[src/rtl/dffram_arb_pkg.sv]
// Shared types for the two-port DFFRAM arbiter: FSM state encoding and the
// captured request record.
package dffram_arb_pkg;

  localparam int ARB_AWIDTH = 9;
  localparam int ARB_WSIZE  = 4;
  localparam int ARB_DWIDTH = 8 * ARB_WSIZE;

  typedef enum logic [1:0] {
    IDLE = 2'd0,
    ACC  = 2'd1,
    RD   = 2'd2
  } arb_state_t;

  // The record widths follow the package defaults.
  // Instances overriding AWIDTH/WSIZE need a matching record.
  typedef struct packed {
    logic                  owner;
    logic [ARB_WSIZE-1:0]  we;
    logic [ARB_AWIDTH-1:0] a;
    logic [ARB_DWIDTH-1:0] di;
  } arb_req_t;

endpackage

[src/rtl/rr_arb2.sv]
// Two-way round-robin grant.
// The priority pointer moves to the other requester on each handshake.
module rr_arb2 (
  input  logic       clk,
  input  logic       rst_n,
  input  logic [1:0] req,
  input  logic       hs,
  output logic [1:0] gnt
);

  logic prio_q;  // 1 = requester 1 wins a tie
  logic prio_d;

  always_comb begin
    gnt    = 2'b00;
    prio_d = prio_q;
    case (req)
      2'b01:   gnt = 2'b01;
      2'b10:   gnt = 2'b10;
      2'b11:   gnt = prio_q ? 2'b10 : 2'b01;
      default: gnt = 2'b00;
    endcase
    if (hs) prio_d = gnt[0];
  end

  always_ff @(posedge clk or negedge rst_n) begin
    if (!rst_n) prio_q <= 1'b0;
    else        prio_q <= prio_d;
  end

endmodule

[src/rtl/dffram_arb2.sv]
// Two-requester arbiter/sequencer for one DFFRAM512x32 macro.
// Each access drives EN0 for exactly one cycle, and read data is steered back to its issuer.
module dffram_arb2
  import dffram_arb_pkg::*;
#(
  parameter int AWIDTH = ARB_AWIDTH,
  parameter int WSIZE  = ARB_WSIZE
) (
  input  logic                 CLK,
  input  logic                 RST_N,
  input  logic                 REQ0_VALID,
  output logic                 REQ0_READY,
  input  logic [WSIZE-1:0]     REQ0_WE,
  input  logic [AWIDTH-1:0]    REQ0_A,
  input  logic [8*WSIZE-1:0]   REQ0_DI,
  input  logic                 REQ1_VALID,
  output logic                 REQ1_READY,
  input  logic [WSIZE-1:0]     REQ1_WE,
  input  logic [AWIDTH-1:0]    REQ1_A,
  input  logic [8*WSIZE-1:0]   REQ1_DI,
  output logic                 RSP0_VALID,
  output logic [8*WSIZE-1:0]   RSP0_DO,
  output logic                 RSP1_VALID,
  output logic [8*WSIZE-1:0]   RSP1_DO,
  output logic                 RAM_EN0,
  output logic [WSIZE-1:0]     RAM_WE0,
  output logic [AWIDTH-1:0]    RAM_A0,
  output logic [8*WSIZE-1:0]   RAM_DI0,
  input  logic [8*WSIZE-1:0]   RAM_DO0,
  output logic                 BUSY
);

  arb_state_t         state_q, state_d;
  arb_req_t           req_q, req_d;
  logic               ram_en_q, ram_en_d;
  logic [WSIZE-1:0]   ram_we_q, ram_we_d;
  logic [1:0]         rsp_valid_q, rsp_valid_d;
  logic [8*WSIZE-1:0] rsp_do0_q, rsp_do0_d;
  logic [8*WSIZE-1:0] rsp_do1_q, rsp_do1_d;
  logic               busy_q, busy_d;

  logic [1:0] arb_req;
  logic [1:0] gnt;
  logic       hs;

  assign arb_req = (state_q == IDLE) ? {REQ1_VALID, REQ0_VALID} : 2'b00;
  assign hs      = |gnt;

  rr_arb2 u_rr_arb2 (
    .clk   (CLK),
    .rst_n (RST_N),
    .req   (arb_req),
    .hs    (hs),
    .gnt   (gnt)
  );

  // READY is gated by reset so that every output reads 0 while reset is held.
  assign REQ0_READY = gnt[0] & RST_N;
  assign REQ1_READY = gnt[1] & RST_N;

  always_comb begin
    state_d     = state_q;
    req_d       = req_q;
    ram_en_d    = 1'b0;
    ram_we_d    = '0;
    rsp_valid_d = 2'b00;
    rsp_do0_d   = rsp_do0_q;
    rsp_do1_d   = rsp_do1_q;
    case (state_q)
      IDLE: begin
        if (hs) begin
          state_d  = ACC;
          req_d    = gnt[1] ? {1'b1, REQ1_WE, REQ1_A, REQ1_DI}
                            : {1'b0, REQ0_WE, REQ0_A, REQ0_DI};
          ram_en_d = 1'b1;
          ram_we_d = gnt[1] ? REQ1_WE : REQ0_WE;
        end
      end
      ACC: begin
        if (req_q.we == '0) begin
          state_d = RD;
        end else begin
          state_d                   = IDLE;
          rsp_valid_d[req_q.owner]  = 1'b1;
        end
      end
      RD: begin
        state_d                  = IDLE;
        rsp_valid_d[req_q.owner] = 1'b1;
        if (req_q.owner) rsp_do1_d = RAM_DO0;
        else             rsp_do0_d = RAM_DO0;
      end
      default: state_d = IDLE;
    endcase
    busy_d = (state_d != IDLE);
  end

  always_ff @(posedge CLK or negedge RST_N) begin
    if (!RST_N) begin
      state_q     <= IDLE;
      req_q       <= '0;
      ram_en_q    <= 1'b0;
      ram_we_q    <= '0;
      rsp_valid_q <= 2'b00;
      rsp_do0_q   <= '0;
      rsp_do1_q   <= '0;
      busy_q      <= 1'b0;
    end else begin
      state_q     <= state_d;
      req_q       <= req_d;
      ram_en_q    <= ram_en_d;
      ram_we_q    <= ram_we_d;
      rsp_valid_q <= rsp_valid_d;
      rsp_do0_q   <= rsp_do0_d;
      rsp_do1_q   <= rsp_do1_d;
      busy_q      <= busy_d;
    end
  end

  // Address and data come straight from the request record.
  // They only change on a new handshake, so the macro pins stay quiet between accesses.
  assign RAM_EN0    = ram_en_q;
  assign RAM_WE0    = ram_we_q;
  assign RAM_A0     = req_q.a;
  assign RAM_DI0    = req_q.di;
  assign RSP0_VALID = rsp_valid_q[0];
  assign RSP1_VALID = rsp_valid_q[1];
  assign RSP0_DO    = rsp_do0_q;
  assign RSP1_DO    = rsp_do1_q;
  assign BUSY       = busy_q;

endmodule

[config.mk]
export PLATFORM = sky130hd
export DESIGN_NAME = dffram_arb2
export DESIGN_NICKNAME = d
export VERILOG_FILES = /design/src/rtl/dffram_arb_pkg.sv /design/src/rtl/rr_arb2.sv /design/src/rtl/dffram_arb2.sv
export SDC_FILE = /design/constraint.sdc
export NUM_CORES = 1
export LEC_CHECK = 0
export BUFFER_PORTS_ARGS = -buffer_cell sky130_fd_sc_hd__buf_4
export CORE_UTILIZATION = 40
export CTS_BUF_LIST = sky130_fd_sc_hd__clkbuf_4 sky130_fd_sc_hd__clkbuf_8
export DETAILED_ROUTE_END_ITERATION = 6
export PLACE_DENSITY_LB_ADDON = 0.12
export RECOVER_POWER = 100
export SETUP_SLACK_MARGIN = 0.3
export SKIP_CTS_REPAIR_TIMING = 1
export SYNTH_ARGS = -nofsm -noshare
export SYNTH_HDL_FRONTEND = slang
export SYNTH_SLANG_ARGS = --single-unit
[constraint.sdc]
create_clock -name CLK -period 1.8 [get_ports CLK]
set_input_delay 0.36 -clock CLK [delete_from_list [all_inputs] [get_ports CLK]]
set_output_delay 0.36 -clock CLK [all_outputs]
set_load 0.01 [all_outputs]
# --- After elaboration in Yosys (flattened, before gate mapping) ---
# Index checks and enable logic that the tools add are counted.
classes:
  order_cmp: 2
  muxes: 16
  bitwise_logic: 3
  n_reduce_logical: 8
  eq_ne: 5
ops:
  columns: ["operator", "count"]
  rows:
  - ["46-bit 2-to-1 mux", 1]
  - ["4-bit 2-to-1 mux", 3]
  - ["2-bit 2-to-1 mux", 5]
  - ["2-bit case mux with 2 select lines", 2]
  - ["2-bit == test, second input constant", 3]
  - ["2-bit case mux with 3 select lines", 1]
  - ["2-bit AND reduction", 3]
  - ["2-bit by 1-bit == test with 1-bit output, second input constant", 2]
  - ["4-bit logical NOT", 1]
  - ["1-bit 2-to-1 mux", 3]
  - ["1-bit AND", 2]
  - ["2-bit logical NOT", 1]
  - ["1-bit by 2-bit < comparator with 1-bit output, second input constant", 1]
  - ["2-bit nonzero test", 1]
  - ["2-bit OR reduction", 1]
  - ["1-bit demux with 1-bit select", 1]
  - ["1-bit greater-or-equal comparator, second input constant", 1]
  - ["1-bit logical AND", 1]
  - ["1-bit NOT", 1]
word_totals:
  output_inout_bits: 115
  wordCells: 46
  in_bits: 126
  ff_bits: 121

# --- Longest topological paths before layout ---
# Gate-level depths: netlist of run 1.
depth:
  word_depth: 8
  depth_mapped: 7
  depth_no_buf: 6

# --- Cells and area by module ---
# Synthesis of run 1 repeated with hierarchy kept, for this count alone.
unflattened:
  cells_unflattened: 371
  hier_area_um2: 5515.3
modules_own_cells:
  columns: ["mod", "seq_area_each_um2", "cells_each", "area_per_inst_um2", "instances"]
  rows:
  - ["dffram_arb2", 3002.9, 366, 5452.7, 1]
  - ["rr_arb2", 25.0, 5, 62.6, 1]

# --- Least setup slack after synthesis of run 1 ---
# Ideal clock, no wire load.
synth_path:
  path_type: "register -> output"
  from: "register state_q[0]"
  to: "output REQ1_READY"
  path_buffers: 1
  t_required_ns: 1.440
  path_slack_ns: 0.078
  stages_incl_launch_ff: 7
  t_arrival_ns: 1.362
  path_cell_list: "dfrtp_1 > inv_1 > ha_1 > nand2_1 > a21oi_1 > buf_2 > and2_1"
synth_via:
  elab_chain_len: 5
  word_cells_on_any_way: 7
  classes_between: "3 x eq/ne; 2 x mux; 1 x bitwise; 1 x reduce/logical"
synth_rtl:
  columns: ["element", "line_no", "text"]
  rows:
  - ["from (decl)", "dffram_arb2.sv:33", "arb_state_t state_q, state_d;"]
  - ["from (signal assigned)", "dffram_arb2.sv:109", "state_q <= state_d;"]
  - ["2-bit logical NOT *", "dffram_arb2.sv:46", "assign arb_req = (state_q == IDLE) ? {REQ1_VALID, REQ0_VALID} : 2'b00;"]
  - ["2-bit 2-to-1 mux *", "dffram_arb2.sv:46", null]
  - ["2-bit == test / 2-bit by 1-bit == test with 1-bit output (equally long branches)", "rr_arb2.sv:17", "case (req)"]
  - ["2-bit case mux with 3 select lines *", "rr_arb2.sv:17", null]
  - ["1-bit AND *", "dffram_arb2.sv:59", "assign REQ1_READY = gnt[1] & RST_N;"]
  - ["to (decl)", "dffram_arb2.sv:17", "output logic REQ1_READY,"]
# Every way passes the cells marked *; elsewhere a longest branch is shown, timed or not.

# --- Worst setup path in the final report of run 1 ---
# Ends and elaborated chain as after synthesis.

==> results of run 1 <==
## synthesized netlist by cell type
library cell	n	share of area
ha_1	3	0.0073
o31ai_1	1	0.0015
mux2_1	2	0.0044
a221o_1	45	0.088
nand2_1	9	0.0066
nor2b_1	1	0.0012
inv_1	4	0.0029
nor4_1	1	0.0012
nor2_1	3	0.0022
a21o_1	1	0.0015
a22o_1	4	0.0068
a21oi_2	1	0.0017
mux2_2	62	0.14
clkbuf_1	3	0.0022
or4_1	1	0.0015
buf_4	41	0.060
a21oi_1	2	0.0020
and2_1	5	0.0061
o41ai_1	1	0.0017
and2_0	42	0.051
buf_6	2	0.0044
o21ai_2	1	0.0017
nor3b_1	1	0.0015
buf_2	17	0.017
dfrtp_1	121	0.59
## cells by family after synthesis
logic type / count (synthesis)
flops: 121
buf+inv: 67
mux: 64
simple gates: 63
compound gates: 56
fa+ha+maj: 3
## routing by layer
metal | GRT usage | vias to the layer above | wire (um)
met1 | 0.223 | 1898 | 5870
met4 | 0.0762 | 0 | 180
met3 | 0.0712 | 18 | 1010
met5 | 0 | - | 0
met2 | 0.310 | 167 | 6990
li1 | - | 1777 | -
## cells in the final DEF (no fill, tap or decap), types with 2 or more instances in the layout
| master | instances |
|---|---|
| bufinv_16 | 4 |
| buf_4 | 251 |
| buf_12 | 6 |
| nand2_4 | 2 |
| a221o_1 | 45 |
| nand2_1 | 6 |
| dfrtp_1 | 121 |
| a22o_1 | 4 |
| inv_2 | 2 |
| and2_4 | 8 |
| clkinv_2 | 2 |
| and2_0 | 36 |
| mux2_4 | 42 |
| ha_4 | 2 |
| inv_1 | 2 |
| nor2_1 | 3 |
| mux2_2 | 22 |
| clkbuf_8 | 22 |
| o21ai_2 | 3 |
| clkbuf_16 | 5 |
| and2_1 | 3 |
| clkinv_4 | 3 |
| a21oi_4 | 2 |
| buf_6 | 5 |
## metrics by stage
stage | util | hold WS, ns
2_1_floorplan | - | 0.0644
3_3_place_gp | 0.547 | 0.470
3_5_place_dp | 0.547 | 0.486
4_1_cts | 0.584 | 0.0133
5_1_grt | 0.627 | 0.118
6_report | 0.627 | 0.146
## power groups by stage
stage	registers, W	logic (W)	clock network [W]
final	0.00476	0.00640	0.00280
after floorplan	0.00493	0.00315	0
after global routing	0.00491	0.00688	0.00300
after global placement	0.00471	0.00538	0
after CTS	0.00471	0.00548	0.00286
after detailed placement	0.00472	0.00548	0
## area by class of cell
class,instances,area share
Sequential cell,121,0.384
Clock buffer,22,0.0384
Inverter,4,0.00191
Multi-Input combinational cell,189,0.248
Clock inverter,10,0.0208
Timing Repair Buffer,269,0.279
Tap cell,172,0.0273
## critical path, stage by stage (launching register included)
cell	delay (ns)
dfrtp_1	0.42
inv_2	0.10
ha_4	0.18
nand2_4	0.05
a21oi_4	0.17
and2_4	0.17
buf_6	0.09
## worst paths after layout
path                               endpoint   startpoint  cells after the start  slack, ns
worst max-delay path             REQ1_READY   state_q[0]                      6      -0.17
worst max register to register    req_q[43]   state_q[0]                      8      -0.16
max in group asynchronous       RSP0_DO[16]        RST_N                      2       0.82
min in group asynchronous         req_q[41]        RST_N                      2       0.20
worst min register to register   RSP0_DO[4]   RSP0_DO[4]                      1       0.51
worst min-delay path            RAM_DI0[15]  REQ1_DI[15]                      2       0.15
## flip-flops by register name (all words and copies together) (netlist names), 2 cells and up
| signal | flops |
|---|---|
| RAM_A0 | 9 |
| RAM_DI0 | 32 |
| RAM_WE0 | 4 |
| RSP0_DO | 32 |
| RSP1_DO | 32 |
| req_q | 5 |
| rsp_valid_q | 2 |
| state_q | 2 |
==> results.tsv, run 1 <==
stage	metric	value	unit
synthesis	Synth Area in XOR/XNOR	0	
route	DR WL/cell	17.9	um
worst_setup_path	crit path kind	reg2out	
floorplanning	Die Y	115	um
synthesis	Synth Register Bits	121	
route	final WL	14.1	mm
synthesis	Cell variety after synth	25	
floorplanning	CORE AREA	12600	um^2
synthesis	sequential area share after synthesis	0.590	
power	PwrDens	1770	nW/um^2
power	Psw	0.00446	W
timing	Final WS setup	-0.173	ns
synthesis	mux cell area share after synthesis	0.140	
floorplanning	Initial Utilization	0.408	
place	dpl ws	0.000273	ns
worst_setup_path	Critical Path RT	1.44	ns
clock_tree	CTS Root Cell	clkbuf_8	
power	Peak VDD IR	668	uV
synthesis	YS warnings	0	
timing	final setup TNS	-4.46	ns
power	Logic pwr share	0.458	
power	Int Pwr	0.00949	W
timing	slew margin rel.	0.265	
global_routing	first-pass GRT wire length	18.6	mm
synthesis	Synth Instances	374	
timing	worst-margin pin slew	1.10	ns
route	first-pass iteration count of the detailed router	4	
cells_and_area	Reg area	3030	um^2
route	Iteration-0 DRC Markers	180	
timing	RSZ-0062 raised after global routing	yes	
global_routing	vias in the first global route	3744	
worst_setup_path	Critical Path Start Type	flop	
timing	Max Clock Skew	0.00927	ns
clock_tree	clock slew at reported path FFs	0.08	ns
timing	fin crit period	1.97	ns
route	DRC viols	0	
global_routing	GRT Util Overall	0.189	
clock_tree	clk_lat worst skew	0.44	ns
synthesis	synthesized area	5130	um^2
floorplanning	DIE AREA	13300	um^2
clock_tree	CTS tree	built	
global_routing	GRT overflow	0	
power	static leakage	3.96	nW
clock_tree	Max clock buf depth	2	
cells_and_area	# fillers	1047	
run_status	outcome	finished, violations left	
power	sequential power share	0.341	
route	Post-DRT Antenna Nets	0	
place	placed insts	733	
synthesis	Synth Area in Simple Gates	0.0714	
timing	Tcrit/Tclk final	1.10	
cells_and_area	area of the multi-input gates	1960	um^2
place	GPL Wtd Cong	0.724	
power	Pwr Total	0.0140	W
timing	Final setup viols	36	
power	Sw Ratio	0.320	
global_routing	largest net degree at the start of global routing	82	
timing	Slew Limit Fails	0	
worst_setup_path	critical path peak fanout	4	
cells_and_area	Final Non-Filler Cells	787	
synthesis	post-synthesis adder-cell area fraction	0.00732	
synthesis	largest family of logic cells by synthesized area	multiplexers	
power	clock share of power	0.200	
flow_run	maxcap violations	0	
cells_and_area	fin area	7880	um^2
cells_and_area	synthesis-to-finish area growth	53.5	%
route	Vias	3860	
worst_setup_path	WP data arrival	1.61	ns
cells_and_area	ratio of cells with drive above 1 in the final layout	0.629	
synthesis	syn nets	503	
cells_and_area	Nets	731	
clock_tree	TritonCTS Buffers	17	
synthesis	Mean Syn Cell Area	13.7	um^2
floorplanning	I/O Pins	241	
synthesis	Synth Area in Compound Gates	0.105	
route	vias per inst	4.90	
clock_tree	htree depth	4	
clock_tree	CTS Sinks	121	
place	port buffer count	240	
floorplanning	FP Rows	41	
place	placed cell areas	6880	um^2
timing	final count of hold timing violations	0	
worst_setup_path	crit path capture type	output pin	
cells_and_area	Diodes inserted	0	
run_status	failing checks	setup timing	
global_routing	initial antenna violation count	0	
place	DP HPWL	8.55	mm
timing	fmax	0.507	GHz
floorplanning	die width	115	um
worst_hold_path	Worst Hold Class	in2reg	
(Power assumes the default switching activity.)
==> run 2, diff against run 1 <==
- REMOVE_ABC_BUFFERS: default -> 1
- clock period: 1.8 -> 2.3 ns (I/O delays scaled with it)
==> run 2 against run 1 <==
  * The run ends with capacitance limit, slew limit left
  * Sequential share of layout area up 5.6 points
  * Combinational power down 45%
  * Wire length down 10%
  * Design area down 13%
  * Clock skew down 0.00077 ns
  * Worst setup slack better by 0.39 ns
  * Highest routed layer unchanged
==> results.tsv, run 2 (synthesis results as in run 1) <==
stage	metric	value	unit	change
global_routing	largest net degree at the start of global routing	113		was 82
clock_tree	CTS Root Cell	clkbuf_8		unchanged
power	PwrDens	1340	nW/um^2	was 1770 nW/um^2
timing	slew margin rel.	-0.0219		was 0.265
place	GPL Wtd Cong	0.726		was 0.724
floorplanning	Initial Utilization	0.408		unchanged
timing	RSZ-0062 raised after global routing	yes		unchanged
global_routing	vias in the first global route	3636		was 3,744
worst_setup_path	WP data arrival	1.62	ns	was 1.61 ns
global_routing	first-pass GRT wire length	18.9	mm	was 18.6 mm
route	Iteration-0 DRC Markers	172		was 180
power	Peak VDD IR	604	uV	was 668 uV
timing	worst-margin pin slew	1.53	ns	was 1.10 ns
route	Post-DRT Antenna Nets	0		unchanged
worst_setup_path	Worst R2R Setup Slack	0.25	ns	was -0.16 ns
clock_tree	clock slew at reported path FFs	0.07	ns	was 0.08 ns
floorplanning	CORE AREA	12600	um^2	unchanged
run_status	outcome	finished, violations left		unchanged
timing	Slew Limit Fails	113		was 0
route	first-pass iteration count of the detailed router	4		unchanged
route	DR WL/cell	16.4	um	was 17.9 um
timing	final count of hold timing violations	0		unchanged
power	Pwr Total	0.00921	W	was 0.0140 W
route	vias per inst	4.84		was 4.90
place	port buffer count	240		unchanged
cells_and_area	synthesis-to-finish area growth	34.1	%	was 53.5%
flow_run	maxcap violations	1		was 0
worst_setup_path	crit path capture type	output pin		unchanged
timing	final setup TNS	0	ns	was -4.46 ns
worst_hold_path	Worst Hold Class	in2reg		unchanged
run_status	failing checks	capacitance limit, slew limit		was setup timing
cells_and_area	fin area	6880	um^2	was 7880 um^2
global_routing	initial antenna violation count	1		was 0
power	static leakage	3.13	nW	was 3.96 nW
clock_tree	CTS Sinks	121		unchanged
worst_setup_path	Critical Path RT	1.84	ns	was 1.44 ns
worst_setup_path	Critical Path Start Type	flop		unchanged
clock_tree	Max clock buf depth	2		unchanged
place	dpl ws	0.476	ns	was 0.000273 ns
cells_and_area	most frequent cells in the layout	buf_4, dfrtp_1, clkbuf_1, mux2_2, a221o_1		was buf_4, dfrtp_1, a221o_1, mux2_4, and2_0
global_routing	GRT overflow	0		unchanged
place	placed cell areas	6830	um^2	was 6880 um^2
clock_tree	clk_lat worst skew	0.44	ns	about the same
timing	Max Clock Skew	0.00850	ns	was 0.00927 ns
clock_tree	htree depth	4		unchanged
route	Vias	3725		was 3,860
clock_tree	CTS tree	built		unchanged
timing	fin crit period	2.08	ns	
timing	Tcrit/Tclk final	0.905		
floorplanning	FP Rows	41		unchanged
clock_tree	TritonCTS Buffers	17		unchanged
timing	Final WS setup	0.219	ns	was -0.173 ns
timing	Final setup viols	0		was 36
floorplanning	Die Y	115	um	unchanged
worst_setup_path	crit path kind	reg2out		unchanged
floorplanning	die width	115	um	unchanged
global_routing	GRT Util Overall	0.194		was 0.189
place	placed insts	731		was 733
worst_setup_path	critical path peak fanout	4		unchanged
cells_and_area	Final Non-Filler Cells	770		was 787
floorplanning	DIE AREA	13300	um^2	unchanged
route	DRC viols	0		unchanged
route	final WL	12.6	mm	was 14.1 mm
cells_and_area	Diodes inserted	0		unchanged
cells_and_area	ratio of cells with drive above 1 in the final layout	0.403		was 0.629
cells_and_area	Nets	714		was 731
timing	fmax	0.480	GHz	
cells_and_area	leading cell type in the layout, fill and taps excluded	buf_4		unchanged
place	DP HPWL	8.80	mm	was 8.55 mm
floorplanning	I/O Pins	241		unchanged
==> run 2: final cells by class <==
type | count | area (um^2)
well taps | 172 | 215
clock inverters | 10 | 143
inverters | 4 | 15.0
repair buffers | 255 | 1490
multi-input cells | 186 | 1690
clock buffers | 22 | 290
fillers | 1186 | 5690
flip-flops and latches | 121 | 3030
==> run 2: layer usage <==
layer	track usage	wire (um)	vias up
li1	-	-	1727
met1	0.226	5070	1806
met2	0.312	6100	178
met3	0.0875	1270	14
met4	0.0779	168	0
met5	0	0	-
==> run 2: power breakdown <==
| part | switching (W) | leakage (nW) | internal (W) |
|---|---|---|---|
| clock | 0.000855 | 0.196 | 0.00118 |
| sequential | 0.000514 | 1.49 | 0.00313 |
| combinational | 0.00182 | 1.45 | 0.00171 |
| total | 0.00319 | 3.13 | 0.00602 |
==> run 2: critical path, cell delays in order, from the launching register on <==
cell	delay, ns
dfrtp_1	0.41
inv_1	0.12
ha_4	0.17
nand2_4	0.04
a21oi_2	0.17
and2_4	0.17
buf_6	0.10
==> run 2: stage by stage <==
stage               utilization  hold slack, ns
floorplan                     -           0.164
global placement          0.543           0.322
detailed placement        0.543           0.323
CTS                       0.578          -0.169
global route              0.547           0.210
finish                    0.547           0.241
==> run 2: worst paths after layout <==
kind | startpoint | endpoint | depth (start not counted)
worst max-delay path | state_q[0] | REQ0_READY | 6
worst max register to register | state_q[0] | RAM_DI0[25] | 7
max in group asynchronous | RST_N | RAM_WE0[2] | 2
worst min-delay path | RAM_DO0[6] | RSP0_DO[6] | 2
min in group asynchronous | RST_N | RAM_A0[4] | 2
worst min register to register | RSP0_DO[6] | RSP0_DO[6] | 1
==> run 3, diff against run 2 <==
- BUFFER_PORTS_ARGS: -buffer_cell sky130_fd_sc_hd__buf_4 -> -buffer_cell sky130_fd_sc_hd__buf_2
==> run 3 against run 2 <==
  * The flow now finishes without violations
  * Global-route usage down 0.58 points
  * Wire length decreased by 4.3%
  * Non-clock buffer count unchanged
  * Via count shrank 1.4%
  * Power decreased by 3.4%
  * Final cell count is the same
  * Clock-buffer cell count shrank 4
  * Die area unchanged
  * Critical endpoint is now REQ1_READY
  * Largest cell class unchanged
  * Largest power group unchanged
==> results.tsv, run 3 (synthesis results as in run 1) <==
stage	metric	value	unit	change
cells_and_area	Diodes inserted	0		unchanged
place	port buffer count	240		unchanged
flow_run	maxcap violations	0		was 1
worst_setup_path	Worst R2R Setup Slack	0.25	ns	about the same
floorplanning	Die Y	115	um	unchanged
global_routing	initial antenna violation count	1		unchanged
route	Post-DRT Antenna Nets	0		unchanged
timing	Final setup viols	0		unchanged
route	Vias	3672		was 3,725
timing	Max Clock Skew	0.0126	ns	was 0.00850 ns
cells_and_area	Final Non-Filler Cells	770		unchanged
cells_and_area	Nets	714		unchanged
floorplanning	die width	115	um	unchanged
global_routing	vias in the first global route	3602		was 3,636
clock_tree	CTS Root Cell	clkbuf_8		unchanged
worst_setup_path	critical path peak fanout	4		unchanged
floorplanning	CORE AREA	12600	um^2	unchanged
worst_hold_path	Worst Hold Class	in2reg		unchanged
timing	RSZ-0062 raised after global routing	yes		unchanged
clock_tree	CTS Sinks	121		unchanged
place	GPL Wtd Cong	0.738		was 0.726
cells_and_area	most frequent cells in the layout	buf_2, dfrtp_1, clkbuf_1, mux2_2, a221o_1		was buf_4, dfrtp_1, clkbuf_1, mux2_2, a221o_1
floorplanning	DIE AREA	13300	um^2	unchanged
worst_setup_path	crit path kind	reg2out		unchanged
route	vias per inst	4.77		was 4.84
power	PwrDens	1360	nW/um^2	was 1340 nW/um^2
timing	worst-margin pin slew	1.02	ns	was 1.53 ns
timing	fin crit period	2.07	ns	was 2.08 ns
worst_setup_path	Worst path top cell family by delay	flip-flops		unchanged
worst_setup_path	Critical Path Slowest Stage Cell	dfrtp_1		unchanged
clock_tree	CTS tree	built		unchanged
worst_setup_path	Crit path largest cell delay	0.41	ns	about the same
clock_tree	TritonCTS Buffers	17		unchanged
cells_and_area	leading cell type in the layout, fill and taps excluded	buf_2		was buf_4
worst_setup_path	crit path capture type	output pin		unchanged
timing	Tcrit/Tclk final	0.902		was 0.905
global_routing	largest net degree at the start of global routing	113		unchanged
cells_and_area	# fillers	1201		was 1,186
cells_and_area	synthesis-to-finish area growth	27.6	%	was 34.1%
timing	final setup TNS	0	ns	unchanged
place	DP HPWL	8.38	mm	was 8.80 mm
floorplanning	I/O Pins	241		unchanged
floorplanning	FP Rows	41		unchanged
worst_setup_path	Critical Path RT	1.84	ns	about the same
clock_tree	Max clock buf depth	2		unchanged
run_status	outcome	finished clean		was finished, violations left
clock_tree	htree depth	4		unchanged
worst_setup_path	critical path cell sequence	inv_1 > ha_4 > nand2_2 > a21oi_4 > and2_0 > buf_6		was inv_1 > ha_4 > nand2_4 > a21oi_2 > and2_4 > buf_6
global_routing	GRT Util Overall	0.188		was 0.194
floorplanning	Initial Utilization	0.408		unchanged
route	DRC viols	0		unchanged
power	static leakage	3.01	nW	was 3.13 nW
clock_tree	clock slew at reported path FFs	0.08	ns	was 0.07 ns
cells_and_area	ratio of cells with drive above 1 in the final layout	0.405		was 0.403
timing	fmax	0.482	GHz	was 0.480 GHz
worst_setup_path	WP buf/inv	2		unchanged
global_routing	first-pass GRT wire length	18.6	mm	was 18.9 mm
timing	Slew Limit Fails	0		was 113
route	DR WL/cell	15.7	um	was 16.4 um
worst_setup_path	WP data arrival	1.61	ns	was 1.62 ns
route	final WL	12.1	mm	was 12.6 mm
power	Peak VDD IR	520	uV	was 604 uV
worst_setup_path	Critical Path Start Type	flop		unchanged
place	placed insts	730		was 731
clock_tree	clk_lat worst skew	0.43	ns	was 0.44 ns
timing	slew margin rel.	0.319		was -0.0219
route	Iteration-0 DRC Markers	175		was 172
route	first-pass iteration count of the detailed router	4		unchanged
global_routing	GRT overflow	0		unchanged
timing	final count of hold timing violations	0		unchanged
run 3: cell count changes in the layout (fill, tap and decap cells not counted), moves of 3 or more:
| cell | change |
|---|---|
| buf_2 | +123 |
| buf_4 | -126 |
| clkbuf_4 | -3 |
| clkinv_2 | +3 |
run 3: layer usage:
layer	up-vias	share of wire	global-route usage	wire [um]
met5	-	0	0	0
met4	0	0.012	0.0719	140
met3	13	0.090	0.0796	1080
met2	170	0.49	0.302	5890
met1	1761	0.41	0.225	4960
li1	1728	-	-	-
run 3: path summary, 6_finish.rpt:
kind                       depth (start not counted)     endpoint       start
max                                                6   REQ1_READY  state_q[1]
max reg2reg                                        6  RAM_DI0[21]  state_q[1]
min                                                2   RAM_DI0[7]  REQ1_DI[7]
min reg2reg                                        1   RSP0_DO[6]  RSP0_DO[6]
max in group asynchronous                          3   RAM_WE0[0]       RST_N
min in group asynchronous                          2    RAM_A0[8]       RST_N
run 3: worst register-to-register path: stages, from the launching register on:
cell and delay, ns:
dfrtp_1 0.41, inv_1 0.14, ha_4 0.17, nand2_2 0.06
a21oi_4 0.12, clkbuf_2 0.80, a221o_1 0.30
run 3: final cells by class:
type,instances,area (um^2),area share
sequential,121,3030,0.463
multi-input combinational,186,1700,0.260
timing repair buffer,255,1210,0.185
clock buffer,18,248,0.0379
tap,172,215,0.0329
clock inverter,14,125,0.0191
inverter,4,15.0,0.00229
run 3: through the flow:
stage                     total power [W]  cell area, um^2  setup slack [ns]  utilization  hold slack [ns]
after global routing              0.00959             6550             0.114        0.521            0.226
after detailed placement          0.00732             6250             0.476        0.497            0.320
after floorplan                   0.00568             4700             -1.09            -            0.164
after global placement            0.00723             6250             0.556        0.497            0.317
after CTS                         0.00913             6620            0.0176        0.527           -0.160
final                             0.00890             6550             0.225        0.521            0.254
run 3: where the power goes:
part	total (W)	switching [W]	leakage (nW)	internal [W]
sequential	0.00364	0.000515	1.49	0.00313
clock	0.00177	0.000883	0.173	0.000883
combinational	0.00349	0.00180	1.35	0.00169
